--- src/rtl/seq_alu.sv ---
// seq_alu: sequential ALU with 1-cycle ops and, with SEQ_ALU_MUL_EN defined, an iterative shift-add MUL.
// Without SEQ_ALU_MUL_EN the MUL opcode behaves as the illegal opcode 111.
module seq_alu #(
  parameter int REG_WIDTH = 12
) (
  input  logic                 clk,
  input  logic                 reset,
  input  logic                 start,
  input  logic [2:0]           ALU_Operation,
  input  logic [REG_WIDTH-1:0] AC,
  input  logic [REG_WIDTH-1:0] Bus,
  output logic                 busy,
  output logic                 done,
  output logic [REG_WIDTH-1:0] result,
  output logic                 Zflag,
  output logic                 Cflag,
  output logic                 err
);
  localparam logic [2:0] OP_IDLE = 3'b000, OP_PASS = 3'b001, OP_ADD = 3'b010, OP_SUB = 3'b011;
  localparam logic [2:0] OP_MUL = 3'b100, OP_PLUS1 = 3'b101, OP_ZERO = 3'b110, OP_RSVD = 3'b111;
  typedef enum logic [1:0] {S_IDLE, S_EXEC, S_MUL} state_t;
  state_t               state_q;
  logic [2:0]           op_q;
  logic [REG_WIDTH-1:0] a_q, b_q, res_q, res_d;
  logic                 z_q, c_q, err_q, done_q, c_d, wr_d, err_d;
  logic [REG_WIDTH:0]   add_w, sub_w, inc_w;
`ifdef SEQ_ALU_MUL_EN
  localparam int CW = $clog2(REG_WIDTH);
  logic [2*REG_WIDTH-1:0] mcand_q, acc_q, acc_d;
  logic [CW-1:0]          cnt_q;
  assign acc_d = acc_q + (b_q[0] ? mcand_q : '0);
`endif
  assign busy   = (state_q != S_IDLE);
  assign done   = done_q;
  assign result = res_q;
  assign Zflag  = z_q;
  assign Cflag  = c_q;
  assign err    = err_q;
  always_comb begin
    add_w = {1'b0, a_q} + {1'b0, b_q};
    sub_w = {1'b0, a_q} - {1'b0, b_q};
    inc_w = {1'b0, a_q} + {{REG_WIDTH{1'b0}}, 1'b1};
    res_d = res_q;
    c_d   = c_q;
    wr_d  = 1'b1;
    err_d = (op_q == OP_RSVD) || (op_q == OP_MUL);
    case (op_q)
      OP_PASS:  begin res_d = b_q;                  c_d = 1'b0;             end
      OP_ADD:   begin res_d = add_w[REG_WIDTH-1:0]; c_d = add_w[REG_WIDTH]; end
      OP_SUB:   begin res_d = sub_w[REG_WIDTH-1:0]; c_d = sub_w[REG_WIDTH]; end
      OP_PLUS1: begin res_d = inc_w[REG_WIDTH-1:0]; c_d = inc_w[REG_WIDTH]; end
      OP_ZERO:  begin res_d = '0;                   c_d = 1'b0;             end
      default:  wr_d = 1'b0;
    endcase
  end
  always_ff @(posedge clk or negedge reset) begin
    if (!reset) begin
      state_q <= S_IDLE;
      op_q    <= '0;
      a_q     <= '0;
      b_q     <= '0;
      res_q   <= '0;
      z_q     <= 1'b0;
      c_q     <= 1'b0;
      err_q   <= 1'b0;
      done_q  <= 1'b0;
`ifdef SEQ_ALU_MUL_EN
      mcand_q <= '0;
      acc_q   <= '0;
      cnt_q   <= '0;
`endif
    end else begin
      done_q <= 1'b0;
      case (state_q)
        S_IDLE: if (start) begin
          op_q <= ALU_Operation;
          a_q  <= AC;
          b_q  <= Bus;
`ifdef SEQ_ALU_MUL_EN
          mcand_q <= {{REG_WIDTH{1'b0}}, AC};
          acc_q   <= '0;
          cnt_q   <= '0;
          state_q <= (ALU_Operation == OP_MUL) ? S_MUL : S_EXEC;
`else
          state_q <= S_EXEC;
`endif
        end
        S_EXEC: begin
          state_q <= S_IDLE;
          done_q  <= 1'b1;
          err_q   <= err_d;
          if (wr_d) begin
            res_q <= res_d;
            c_q   <= c_d;
            z_q   <= (res_d == '0);
          end
        end
        default: begin
`ifdef SEQ_ALU_MUL_EN
          // one multiplier bit per cycle; the final iteration commits straight from acc_d
          acc_q   <= acc_d;
          mcand_q <= mcand_q << 1;
          b_q     <= b_q >> 1;
          cnt_q   <= cnt_q + 1'b1;
          if (cnt_q == CW'(REG_WIDTH - 1)) begin
            state_q <= S_IDLE;
            done_q  <= 1'b1;
            err_q   <= 1'b0;
            res_q   <= acc_d[REG_WIDTH-1:0];
            z_q     <= (acc_d[REG_WIDTH-1:0] == '0);
            c_q     <= |acc_d[2*REG_WIDTH-1:REG_WIDTH];
          end
`else
          state_q <= S_IDLE;
`endif
        end
      endcase
    end
  end
endmodule
--- config.mk ---
export PLATFORM = sky130hd
export DESIGN_NAME = seq_alu
export DESIGN_NICKNAME = d
export VERILOG_FILES = /design/src/rtl/seq_alu.sv
export SDC_FILE = /design/constraint.sdc
export NUM_CORES = 1
export LEC_CHECK = 0
export BUFFER_PORTS_ARGS = -buffer_cell sky130_fd_sc_hd__buf_4
export CAP_MARGIN = 20
export CORE_MARGIN = 2
export CORE_UTILIZATION = 53
export CTS_CLUSTER_SIZE = 30
export DETAILED_ROUTE_END_ITERATION = 10
export PLACE_DENSITY = 0.74
export SLEW_MARGIN = 20
export SYNTH_ARGS = -nofsm -noshare
export SYNTH_HDL_FRONTEND = slang
export SYNTH_SLANG_ARGS = --single-unit
export TNS_END_PERCENT = 20
--- constraint.sdc ---
create_clock -name clk -period 2.4 [get_ports clk]
set_input_delay 0.24 -clock clk [delete_from_list [all_inputs] [get_ports clk]]
set_output_delay 0.24 -clock clk [all_outputs]
set_load 0.05 [all_outputs]
# Word level (Yosys, flattened, before mapping)
# Index checks and enable logic that the tools add are counted.
# Widths: inputs -> output; s select.
op_classes:
  n_mux: 6
  reduce_logical: 10
  addsub: 3
  eq_ne: 9
ops:
  columns: ["op", "n"]
  rows:
  - ["$pmux 12 s5", 1]
  - ["$add 12x1->13 const B", 1]
  - ["$add 12x12->13", 1]
  - ["$sub 12x12->13", 1]
  - ["$eq 3x3->1 const B", 4]
  - ["$logic_not 12->1", 1]
  - ["$eq 3x2->1 const B", 2]
  - ["$reduce_or 5->1", 1]
  - ["$mux 2", 2]
  - ["$pmux 1 s4", 1]
  - ["$reduce_and 2->1", 2]
  - ["$reduce_bool 4->1", 1]
  - ["$eq 3x1->1 const B", 1]
  - ["$reduce_and 3->1", 1]
  - ["$eq 2x1->1 const B", 1]
  - ["$logic_not 2->1", 1]
  - ["$mux 1", 2]
  - ["$ne 2x2->1 const B", 1]
  - ["$reduce_bool 2->1", 1]
  - ["$reduce_or 2->1", 1]
  - ["$logic_or 1x1->1", 1]
word_totals:
  output_inout_bits: 17
  word_cells: 37
  register_bits: 45
  input_bits: 30

# Logic depth before layout (Yosys ltp)
# Gate-level depths: netlist (run 1).
depth:
  ltp_word: 4
  depth_mapped: 11
  ltp_nobuf: 11

# Worst setup path after synthesis (run 1)
# No wires, ideal clock.
synth_timing:
  path_kind: "flip-flop to flip-flop"
  start: "reg a_q[0]"
  end: "reg z_q, in the netlist Zflag"
  stages_incl_launch_ff: 12
  path_buffers: 0
  synth_period_minus_slack_ps: 2566
  setup_time_ps: 92
  arrival_time_ps: 2475
  t_required_ps: 2308
  path_slack_ps: -166
  path_cell_list: "dfrtp_1 > ha_1 > inv_1 > fa_1 > o21bai_1 > a2111oi_2 > o41ai_1 > a21oi_1 > mux2_2 > a211oi_1 > o21ai_1 > o31ai_2"
synth_via:
  elab_chain_cells: 3
  word_cells_on_any_way: 5
  cone_classes: "add/sub (3); mux (1); reduce/logical (1)"
synth_lines:
  columns: ["element", "line_no", "source"]
  rows:
  - ["start: declaration", "24", "logic [REG_WIDTH-1:0] a_q, b_q, res_q, res_d;"]
  - ["start signal: assignment", "60", "a_q <= '0;"]
  - ["start signal: assignment", "77", "a_q <= AC;"]
  - ["$add 12x1->13 (tied with other cells)", "42", "inc_w = {1'b0, a_q} + {{REG_WIDTH{1'b0}}, 1'b1};"]
  - ["$pmux 12 s5 (*)", "47", "case (op_q)"]
  - ["$logic_not 12->1 (*)", "95", "z_q <= (res_d == '0);"]
  - ["end signal: assignment", "95", null]
  - ["end: declaration", "25", "logic z_q, c_q, err_q, done_q, c_d, wr_d, err_d;"]
# Every way passes the cells marked *; elsewhere a longest branch is shown, timed or not.
# A chain may end at the register's enable or synchronous reset.

# Worst setup path after layout (run 1)
# Same ends and word-level chain as after synthesis.

==> flow_metrics.py, run 1 <==
metrics = {
    "yosys": {
        "yosys.area.top_type_share_pct": 30.04,
        "synth_xor_area_share_pct": 1.912,
        "yosys.area_share.simple_pct": 22.84,
        "synth_top_family_by_area": "compound AO/OA/AOI/OAI gates",
        "synth_edf_count": 0,
        "synthAdderAreaFrac_pct": 9.628,
        "synth_ff_type": "dfrtp_1",
        "ys_seq_area_share_pct": 30.04,
        "synth-seq-cells": 44,
        "synth_compound_area_share_pct": 25.98,
        "synth.cell_area_um2": 3665,
        "synth_cell_types": 70,
        "synth_area_leaders": "dfrtp_1 (30%), ha_1 (8.5%), o21ai_0 (6.1%)",
        "synth_area_leader_cell": "dfrtp_1",
        "synthArstFlopShare_pct": 100.0,
        "syn_inst": 446,
        "synthMuxAreaShare_pct": 3.926,
        "synth_area_per_cell_um2": 8.217,
        "yosysWarnings": 0,
        "synth_nets": 503,
    },
    "pwr": {
        "vdd_drop_max_uv": 387.5,
        "power_leakage_nw": 2.415,
        "powerDensity_nw_per_um2": 810.1,
    },
    "clocking": {
        "clock_latency_ns": 0.31,
        "cts_sinks": 44,
        "clk_path_buf_depth": 2,
        "ctsRootBufferMaster": "clkbuf_8",
        "cts_tree": "built",
        "numCtsBuffers": 5,
        "clkTransAtPathRegs_ns": 0.09,
        "htree_levels": 2,
    },
    "hold_path": {
        "hp-class": "input pin to register",
    },
    "place": {
        "io_buffers": 46,
        "hpwlAfterDp_um": 9663,
        "gp_congestion": 0.9990,
        "dp.cells": 666,
    },
    "critical_path": {
        "reg2reg_slack_ns": -0.28,
        "cpPeakStageDelay_ns": 0.37,
        "cp_max_fo": 3,
        "path_cells": "buf_4, ha_2, inv_1, fa_2, o21bai_4, a21oi_2, mux2i_1, and4_1, o22ai_1, nor4b_2, nand4_1, o31ai_2",
        "crit_slowest_cell": "dfrtp_1",
        "path_class": "register to register",
        "endpoint_kind": "register",
        "critical_path_arrival_ns": 2.90,
        "start_kind": "register",
        "critPathRequiredTime_ns": 2.62,
    },
    "grt": {
        "grt-ovfl-total": 0,
        "grt_usage_pct": 32.76,
        "grt_max_degree": 45,
        "antenna_found_initial": 0,
        "grt_pass1_wl_um": 19310,
        "grt_pass1_vias": 3896,
    },
    "sta": {
        "layout_min_cycle_time_ns": 2.678,
        "rsz0062_at_grt": "true",
        "fmax_mhz": 373.4,
        "fin_crit_sh_pct": 111.6,
        "worst_pin_slew_ns": 0.5438,
        "setup_viol": 5,
        "hold_viol": 0,
        "slew_headroom_pct": 63.74,
        "tns_ns": -0.5401,
        "slew_violations": 0,
        "clock_skew_ns": 0.003770,
        "fin_ws_ns": -0.2779,
    },
    "outcome": {
        "violations": "setup timing",
        "status": "complete, but fails checks",
    },
    "routing": {
        "drt_iter0_drc": 291,
        "drc": 0,
        "routed_via_density": 5.846,
        "first_pass_iters": 5,
        "wl_per_cell_um": 17.40,
        "num_vias": 3987,
        "drt_wl_total_um": 11870,
        "final_antenna_net_count": 0,
    },
    "die": {
        "rows": 30,
        "core_area_um2": 6756,
        "die_x_um": 87.16,
        "die-area_um2": 7596,
        "fp.dieH_um": 87.16,
        "initial_core_util_pct": 54.24,
        "io_pins": 47,
    },
    "final_layout": {
        "area_delta_synth_final_pct": 43.12,
        "fillers": 491,
        "drive_gt1_share_pct": 39.53,
        "finalNonFillerCells": 682,
        "antenna_cells": 0,
        "nNetsFinal": 658,
    },
    "flow_run": {
        "max_cap_violations": 0,
    },
}
==> cell usage in the layout, fill, tap and decap left out, drive strengths merged, types with 6 or more instances in the layout <==
cell type / synthesis / layout
mux2: 11 / 11
a31o: 6 / 6
a211oi: 11 / 11
a21o: 6 / 6
or3: 6 / 6
o211ai: 7 / 7
nand2b: 6 / 6
dfrtp: 44 / 44
inv: 31 / 31
nand3: 10 / 10
a21oi: 22 / 22
nor3: 22 / 22
nand2: 51 / 51
o21ai: 49 / 49
buf: 13 / 166
nand4: 6 / 6
ha: 25 / 25
nor2: 35 / 35
==> logic make-up after synthesis <==
| group | count (synthesis) |
|---|---|
| AOI/OAI and AO/OA | 139 |
| DFF | 44 |
| and+or+nand+nor | 165 |
| muxes | 13 |
| adders and majority gates | 27 |
| xor gates and xnor gates | 8 |
| buffers and inverters | 50 |
==> Yosys cell counts (3+ instances only) <==
cell type and n:
ha_1 25, dfrtp_1 44, a31oi_1 3, o21ai_0 45, a31o_2 5, or3_1 6
buf_2 7, o211ai_1 7, mux2_2 11, nand2_1 51, inv_1 28, nor3_1 22
buf_4 3, nand2b_1 6, inv_2 3, and2_1 3, a21oi_1 22, a211o_1 3
o21a_1 4, nand4_1 6, clkbuf_1 6, nor2_1 32, o32ai_1 3, and3_1 3
xor2_1 3, a211oi_1 9, o21ai_1 3, xnor2_1 5, nand3_1 9, nor2b_1 5
buf_1 3, a21o_1 6
==> worst paths after layout <==
path / cells past startpoint / startpoint / end
setup / recovery: 12 / a_q[0] / Zflag
hold / removal: 3 / ALU_Operation[0] / op_q[0]
setup reg to reg: 12 / a_q[0] / Zflag
hold reg to reg: 2 / Cflag / Cflag
max in group asynchronous: 2 / reset / op_q[2]
min in group asynchronous: 2 / reset / b_q[2]
==> per-stage QoR <==
stage | instance area (um^2) | power [mW] | setup slack (ns) | hold slack [ns] | utilization (%)
2_1_floorplan | 3732 | 2.478 | -0.04618 | -0.05559 | -
3_3_place_gp | 4972 | 3.471 | -0.3070 | 0.2571 | 73.59
3_5_place_dp | 4972 | 3.521 | -0.4781 | 0.2636 | 73.59
4_1_cts | 5206 | 4.195 | -0.2306 | 0.1298 | 77.06
5_1_grt | 5245 | 4.496 | -0.4366 | 0.1415 | 77.63
6_report | 5245 | 4.249 | -0.2779 | 0.1299 | 77.63
==> layer usage <==
metal	vias up	GRT usage, %	part of all wire, %
met4	0	9.231	2.7
li1	1934	-	-
met5	-	0	0
met1	1866	45.76	46
met3	28	4.550	6.0
met2	159	53.02	45
==> area by class of cell <==
type | count | area, um^2 | area share [%]
clock buffer | 5 | 68.82 | 1.312
clock inverter | 3 | 42.54 | 0.8111
inverter | 31 | 116.4 | 2.219
multi-input combinational | 352 | 2520 | 48.04
sequential | 44 | 1104 | 21.04
tap | 80 | 100.1 | 1.908
timing repair buffer | 167 | 1294 | 24.67
==> timing repair <==
item | 4_1_cts | 5_1_grt
setup buffers | 5 | 2
hold buffers | 1 | 0
endpoints found under the setup margin | 7 | 9
hold endpoints to repair | 44 | 0
pin swaps | 14 | 7
resized for setup | 17 | 8
==> registers in the layout, indices dropped and copies added, names as in the netlist <==
register and flops:
Cflag 1, op_q 3, err 1, done 1
state_q 1, result 12, Zflag 1, a_q 12
b_q 12
==> power breakdown <==
group	internal [mW]	switching, mW	leakage, nW
Combinational	1.17	1.47	1.83
Sequential	0.900	0.134	0.532
Clock	0.308	0.276	0.0541
==> worst max-delay path: cells and delay by family (launching register included) <==
family | cells | cell delay (ns)
AO/OA/AOI/OAI | 4 | 0.61
multiplexers | 1 | 0.14
flip-flops | 1 | 0.37
adder cells (fa/ha/maj) | 2 | 0.55
AND/OR/NAND/NOR | 3 | 0.74
buffers and inverters | 2 | 0.17
Note: power is estimated with default switching activity, not from simulation.
==> run 2, diff against run 1 <==
--- a/config.mk
+++ b/config.mk
@@ -12,6 +12,7 @@
 export CTS_CLUSTER_SIZE = 30
 export DETAILED_ROUTE_END_ITERATION = 10
 export PLACE_DENSITY = 0.74
+export SETUP_SLACK_MARGIN = 0.4
 export SLEW_MARGIN = 20
 export SYNTH_ARGS = -nofsm -noshare
 export SYNTH_HDL_FRONTEND = slang
==> flow_metrics.py, run 2 (synthesis gave the netlist of run 1 again) <==
metrics = {
    "outcome": {
        "status": "complete, but fails checks",
        "violations": "setup timing",
    },
    "final_layout": {
        "fillers": 491,
        "area_delta_synth_final_pct": 44.90,
        "nNetsFinal": 656,
        "stdcell_area_um2": 5310,
        "antenna_cells": 0,
        "drive_gt1_share_pct": 41.17,
        "final_common_cell": "buf_4",
        "layout_common_cells": "buf_4 (159), nand2_1 (51), dfrtp_1 (41)",
    },
    "pwr": {
        "power_mw": 4.308,
        "p_comb_share_pct": 62.3,
        "pwr-share-clk_pct": 13.6,
        "powerDensity_nw_per_um2": 811.2,
        "switchingPower_mw": 1.911,
        "vdd_drop_max_uv": 393.5,
        "power_leakage_nw": 2.423,
        "seqPwrFrac_pct": 24.1,
        "p_int_mw": 2.396,
        "swShare_pct": 44.37,
    },
    "critical_path": {
        "critPathLaunch": "b_q[0]",
        "r2r_end": "Zflag",
        "r2r_cells": 10,
        "critPathRequiredTime_ns": 2.62,
        "path_class": "register to register",
        "start_kind": "register",
        "critical_path_arrival_ns": 2.89,
        "reg2reg_slack_ns": -0.27,
        "cp_max_fo": 3,
        "endpoint": "Zflag",
        "endpoint_kind": "register",
        "r2r-start": "b_q[0]",
    },
    "clocking": {
        "clk_path_buf_depth": 2,
        "ctsRootBufferMaster": "clkbuf_8",
        "numCtsBuffers": 5,
        "cts_tree": "built",
        "clkTransAtPathRegs_ns": 0.09,
        "cts_sinks": 44,
        "htree_levels": 2,
        "clock_latency_ns": 0.31,
    },
    "die": {
        "die_x_um": 87.16,
        "initial_core_util_pct": 54.24,
        "io_pins": 47,
        "rows": 30,
        "die-area_um2": 7596,
        "core_area_um2": 6756,
        "fp.dieH_um": 87.16,
    },
    "grt": {
        "grt_usage_pct": 32.86,
        "grt_pass1_wl_um": 19370,
        "grt_pass1_vias": 3897,
        "grt-ovfl-total": 0,
        "antenna_found_initial": 0,
        "grt_max_degree": 45,
    },
    "routing": {
        "first_pass_iters": 5,
        "final_antenna_net_count": 0,
        "num_vias": 4011,
        "drc": 0,
        "drt_wl_total_um": 12030,
        "drt_iter0_drc": 291,
        "wl_per_cell_um": 17.69,
        "routed_via_density": 5.899,
    },
    "sta": {
        "hold_viol": 0,
        "clock_skew_ns": 0.005913,
        "worst_pin_slew_ns": 0.5454,
        "fin_crit_sh_pct": 111.3,
        "slew_violations": 0,
        "slew_headroom_pct": 63.64,
        "whs_ns": 0.1286,
        "layout_min_cycle_time_ns": 2.672,
        "fin_ws_ns": -0.2724,
        "setup_viol": 4,
        "fmax_mhz": 374.2,
        "rsz0062_at_grt": "true",
    },
    "place": {
        "io_buffers": 46,
        "place_ws_ns": -0.4781,
        "post_dp_cell_area_um2": 4972,
        "gp_congestion": 0.9990,
        "hpwlAfterDp_um": 9663,
    },
    "hold_path": {
        "hp-class": "input pin to register",
        "whs_path_depth": 3,
    },
    "flow_run": {
        "max_cap_violations": 0,
    },
}
run 2: changes by cell type in the layout (fill, tap and decap cells not counted), sizes merged:
cell and delta:
buf -2
run 2: critical path, stage by stage, from the launching register on:
cell	delay (ns)
dfrtp_1	0.40
ha_2	0.22
inv_2	0.04
fa_2	0.51
nor2_1	0.05
a211oi_2	0.27
and4_1	0.22
nand4b_1	0.13
nor4b_2	0.37
nand4_1	0.15
o31ai_2	0.23
run 2: per-stage QoR:
stage | cells | util [%] | TNS (ns)
floorplan | 446 | - | -0.04618
global placement | 666 | 73.59 | -0.5340
detailed placement | 666 | 73.59 | -0.8544
CTS | 680 | 77.31 | -0.3992
global route | 680 | 78.59 | -1.184
finish | 680 | 78.59 | -0.4618
run 2: final cells by class:
class / instances / area, um^2 / area share [%]
clock inverters: 3 / 42.54 / 0.8011
multi-input cells: 352 / 2591 / 48.80
well taps: 80 / 100.1 / 1.885
flip-flops and latches: 44 / 1105 / 20.81
repair buffers: 165 / 1286 / 24.22
clock buffers: 5 / 68.82 / 1.296
inverters: 31 / 116.4 / 2.191
run 2: how the worst min path moves through the flow:
stage                                start   endpoint  slack (ns)
final                     ALU_Operation[0]    op_q[0]        0.13
after detailed placement             reset     b_q[2]        0.26
after CTS                 ALU_Operation[0]    op_q[0]        0.13
after global placement               reset  result[2]        0.26
after floorplan                      reset      Cflag       -0.06
after global routing                Bus[3]     b_q[3]        0.14
run 2: power groups by stage:
stage / sequential (mW) / combinational, mW / clock, mW
after floorplan: 1.38 / 1.10 / 0
after global placement: 1.04 / 2.43 / 0
after detailed placement: 1.05 / 2.47 / 0
after CTS: 1.04 / 2.58 / 0.594
after global routing: 1.06 / 2.87 / 0.622
final: 1.04 / 2.68 / 0.584
run 2: routing by layer:
layer	vias to the layer above	wire length [um]	GRT usage, %
met1	1881	5426	45.88
met2	175	5570	53.09
met5	-	0	0
li1	1927	-	-
met4	0	299	9.510
met3	28	733	4.550
run 2: timing repair:
item | CTS | global route
resized for setup | 24 | 21
pin swaps | 14 | 14
setup endpoints to repair | 11 | 13
endpoints found under the hold margin | 44 | 0
setup buffers | 5 | 0
hold buffers | 1 | 0
==> run 3, diff against run 2 <==
--- a/config.mk
+++ b/config.mk
@@ -12,6 +12,7 @@
 export CTS_CLUSTER_SIZE = 30
 export DETAILED_ROUTE_END_ITERATION = 10
 export PLACE_DENSITY = 0.74
+export RECOVER_POWER = 25
 export SETUP_SLACK_MARGIN = 0.4
 export SLEW_MARGIN = 20
 export SYNTH_ARGS = -nofsm -noshare
==> flow_metrics.py, run 3 (synthesis gave the netlist of run 1 again) <==
metrics = {
    "critical_path": {
        "cp_max_fo": 3,
        "start_kind": "register",
        "path_class": "register to register",
        "critical_path_arrival_ns": 2.89,
        "crit_slowest_cell": "fa_2",
        "cpPeakStageDelay_ns": 0.51,
        "r2r-start": "b_q[0]",
        "path_cells": "ha_2, inv_2, fa_2, nor2_1, a211oi_2, and4_1, nand4b_1, nor4b_2, nand4_1, o31ai_2",
        "cp.buffers_inverters": 1,
        "critPathRequiredTime_ns": 2.62,
        "r2r_end": "Zflag",
        "reg2reg_slack_ns": -0.27,
        "crit_family": "simple AND/OR/NAND/NOR gates",
        "r2r_cells": 10,
        "endpoint_kind": "register",
    },
    "clocking": {
        "htree_levels": 2,
        "ctsRootBufferMaster": "clkbuf_8",
        "numCtsBuffers": 5,
        "cts_sinks": 44,
        "cts_tree": "built",
        "clock_latency_ns": 0.31,
        "clk_path_buf_depth": 2,
        "clkTransAtPathRegs_ns": 0.09,
    },
    "routing": {
        "drc": 0,
        "routed_via_density": 5.887,
        "drt_wl_total_um": 12020,
        "first_pass_iters": 5,
        "num_vias": 4003,
        "final_antenna_net_count": 0,
        "wl_per_cell_um": 17.67,
        "drt_iter0_drc": 291,
    },
    "pwr": {
        "vdd_drop_max_uv": 393.4,
        "p_int_mw": 2.395,
        "power_leakage_nw": 2.418,
        "switchingPower_mw": 1.910,
        "power_mw": 4.305,
        "p_comb_share_pct": 62.3,
        "powerDensity_nw_per_um2": 811.6,
        "seqPwrFrac_pct": 24.1,
        "pwr-share-clk_pct": 13.6,
        "swShare_pct": 44.37,
    },
    "grt": {
        "grt_max_degree": 45,
        "grt-ovfl-total": 0,
        "grt_pass1_wl_um": 19370,
        "grt_pass1_vias": 3897,
        "grt_usage_pct": 32.86,
        "antenna_found_initial": 0,
    },
    "hold_path": {
        "whs_path_depth": 3,
        "min_to": "op_q[0]",
        "hp-class": "input pin to register",
        "min-delay-start": "ALU_Operation[0]",
    },
    "die": {
        "die-area_um2": 7596,
        "die_x_um": 87.16,
        "initial_core_util_pct": 54.24,
        "rows": 30,
        "fp.dieH_um": 87.16,
        "core_area_um2": 6756,
        "io_pins": 47,
    },
    "sta": {
        "fmax_mhz": 374.3,
        "fin_ws_ns": -0.2713,
        "hold_viol": 0,
        "fin_crit_sh_pct": 111.3,
        "clock_skew_ns": 0.005806,
        "slew_headroom_pct": 28.38,
        "worst_pin_slew_ns": 1.074,
        "rsz0062_at_grt": "true",
        "setup_viol": 4,
        "slew_violations": 0,
        "layout_min_cycle_time_ns": 2.671,
    },
    "place": {
        "io_buffers": 46,
        "gp_congestion": 0.9990,
        "hpwlAfterDp_um": 9663,
        "place_ws_ns": -0.4781,
        "post_dp_cell_area_um2": 4972,
    },
    "final_layout": {
        "area_delta_synth_final_pct": 44.73,
        "final_util_pct": 78.50,
        "antenna_cells": 0,
        "regArea_um2": 1105,
        "multiInputGateArea_um2": 2591,
        "fillers": 494,
        "layout_common_cells": "buf_4 (157), nand2_1 (51), dfrtp_1 (41)",
        "stdcell_area_um2": 5304,
        "drive_gt1_share_pct": 41.00,
        "nNetsFinal": 656,
        "final_common_cell": "buf_4",
    },
    "flow_run": {
        "max_cap_violations": 0,
    },
    "outcome": {
        "status": "complete, but fails checks",
        "violations": "setup timing",
    },
}
-- run 3: worst min-delay path: cells and delay by family --
family / cells / cell delay [ns]
AO/OA/AOI/OAI: 1 / 0.05
buffers and inverters: 1 / 0.07
AND/OR/NAND/NOR: 1 / 0.03
-- run 3: worst max path at each step --
stage,start,to,slack (ns),depth (start not counted)
after global placement,b_q[0],Zflag,-0.31,10
after global routing,b_q[0],Zflag,-0.40,11
after floorplan,a_q[0],Zflag,-0.05,10
final,b_q[0],Zflag,-0.27,10
after CTS,b_q[3],Zflag,-0.23,11
after detailed placement,b_q[0],Zflag,-0.48,10
-- run 3: layout make-up --
type / count / share of cell area (%)
Clock buffer: 5 / 1.297
Clock inverter: 3 / 0.8021
Inverter: 31 / 2.194
Multi-Input combinational cell: 352 / 48.86
Sequential cell: 44 / 20.83
Tap cell: 80 / 1.887
Timing Repair Buffer: 165 / 24.13
-- run 3: what timing repair did --
| action | CTS | global route |
|---|---|---|
| pin swaps | 14 | 14 |
| endpoints found under the setup margin | 11 | 13 |
| endpoints found under the hold margin | 44 | 0 |
| cloned | 0 | 0 |
| hold buffers | 1 | 0 |
| setup buffers | 5 | 0 |
| resized for setup | 24 | 21 |
-- run 3: metal layers --
layer	track usage (%)	vias to the layer above	share of wire (%)
li1	-	1927	-
met2	53.09	173	46
met1	45.88	1875	45
met3	4.550	28	6.1
met5	0	-	0
met4	9.510	0	2.5
-- run 3: power by group through the flow --
stage	clock network (mW)	logic [mW]	registers (mW)
3_3_place_gp	0	2.43	1.04
2_1_floorplan	0	1.10	1.38
3_5_place_dp	0	2.47	1.05
6_report	0.584	2.68	1.04
5_1_grt	0.622	2.87	1.06
4_1_cts	0.594	2.58	1.04
-- run 3: metrics by stage --
stage	hold WS, ns	setup TNS (ns)	cells
after floorplan	-0.05559	-0.04618	446
after global placement	0.2571	-0.5340	666
after CTS	0.1298	-0.3992	680
after global routing	0.1415	-1.184	680
after detailed placement	0.2636	-0.8544	666
final	0.1285	-0.4524	680
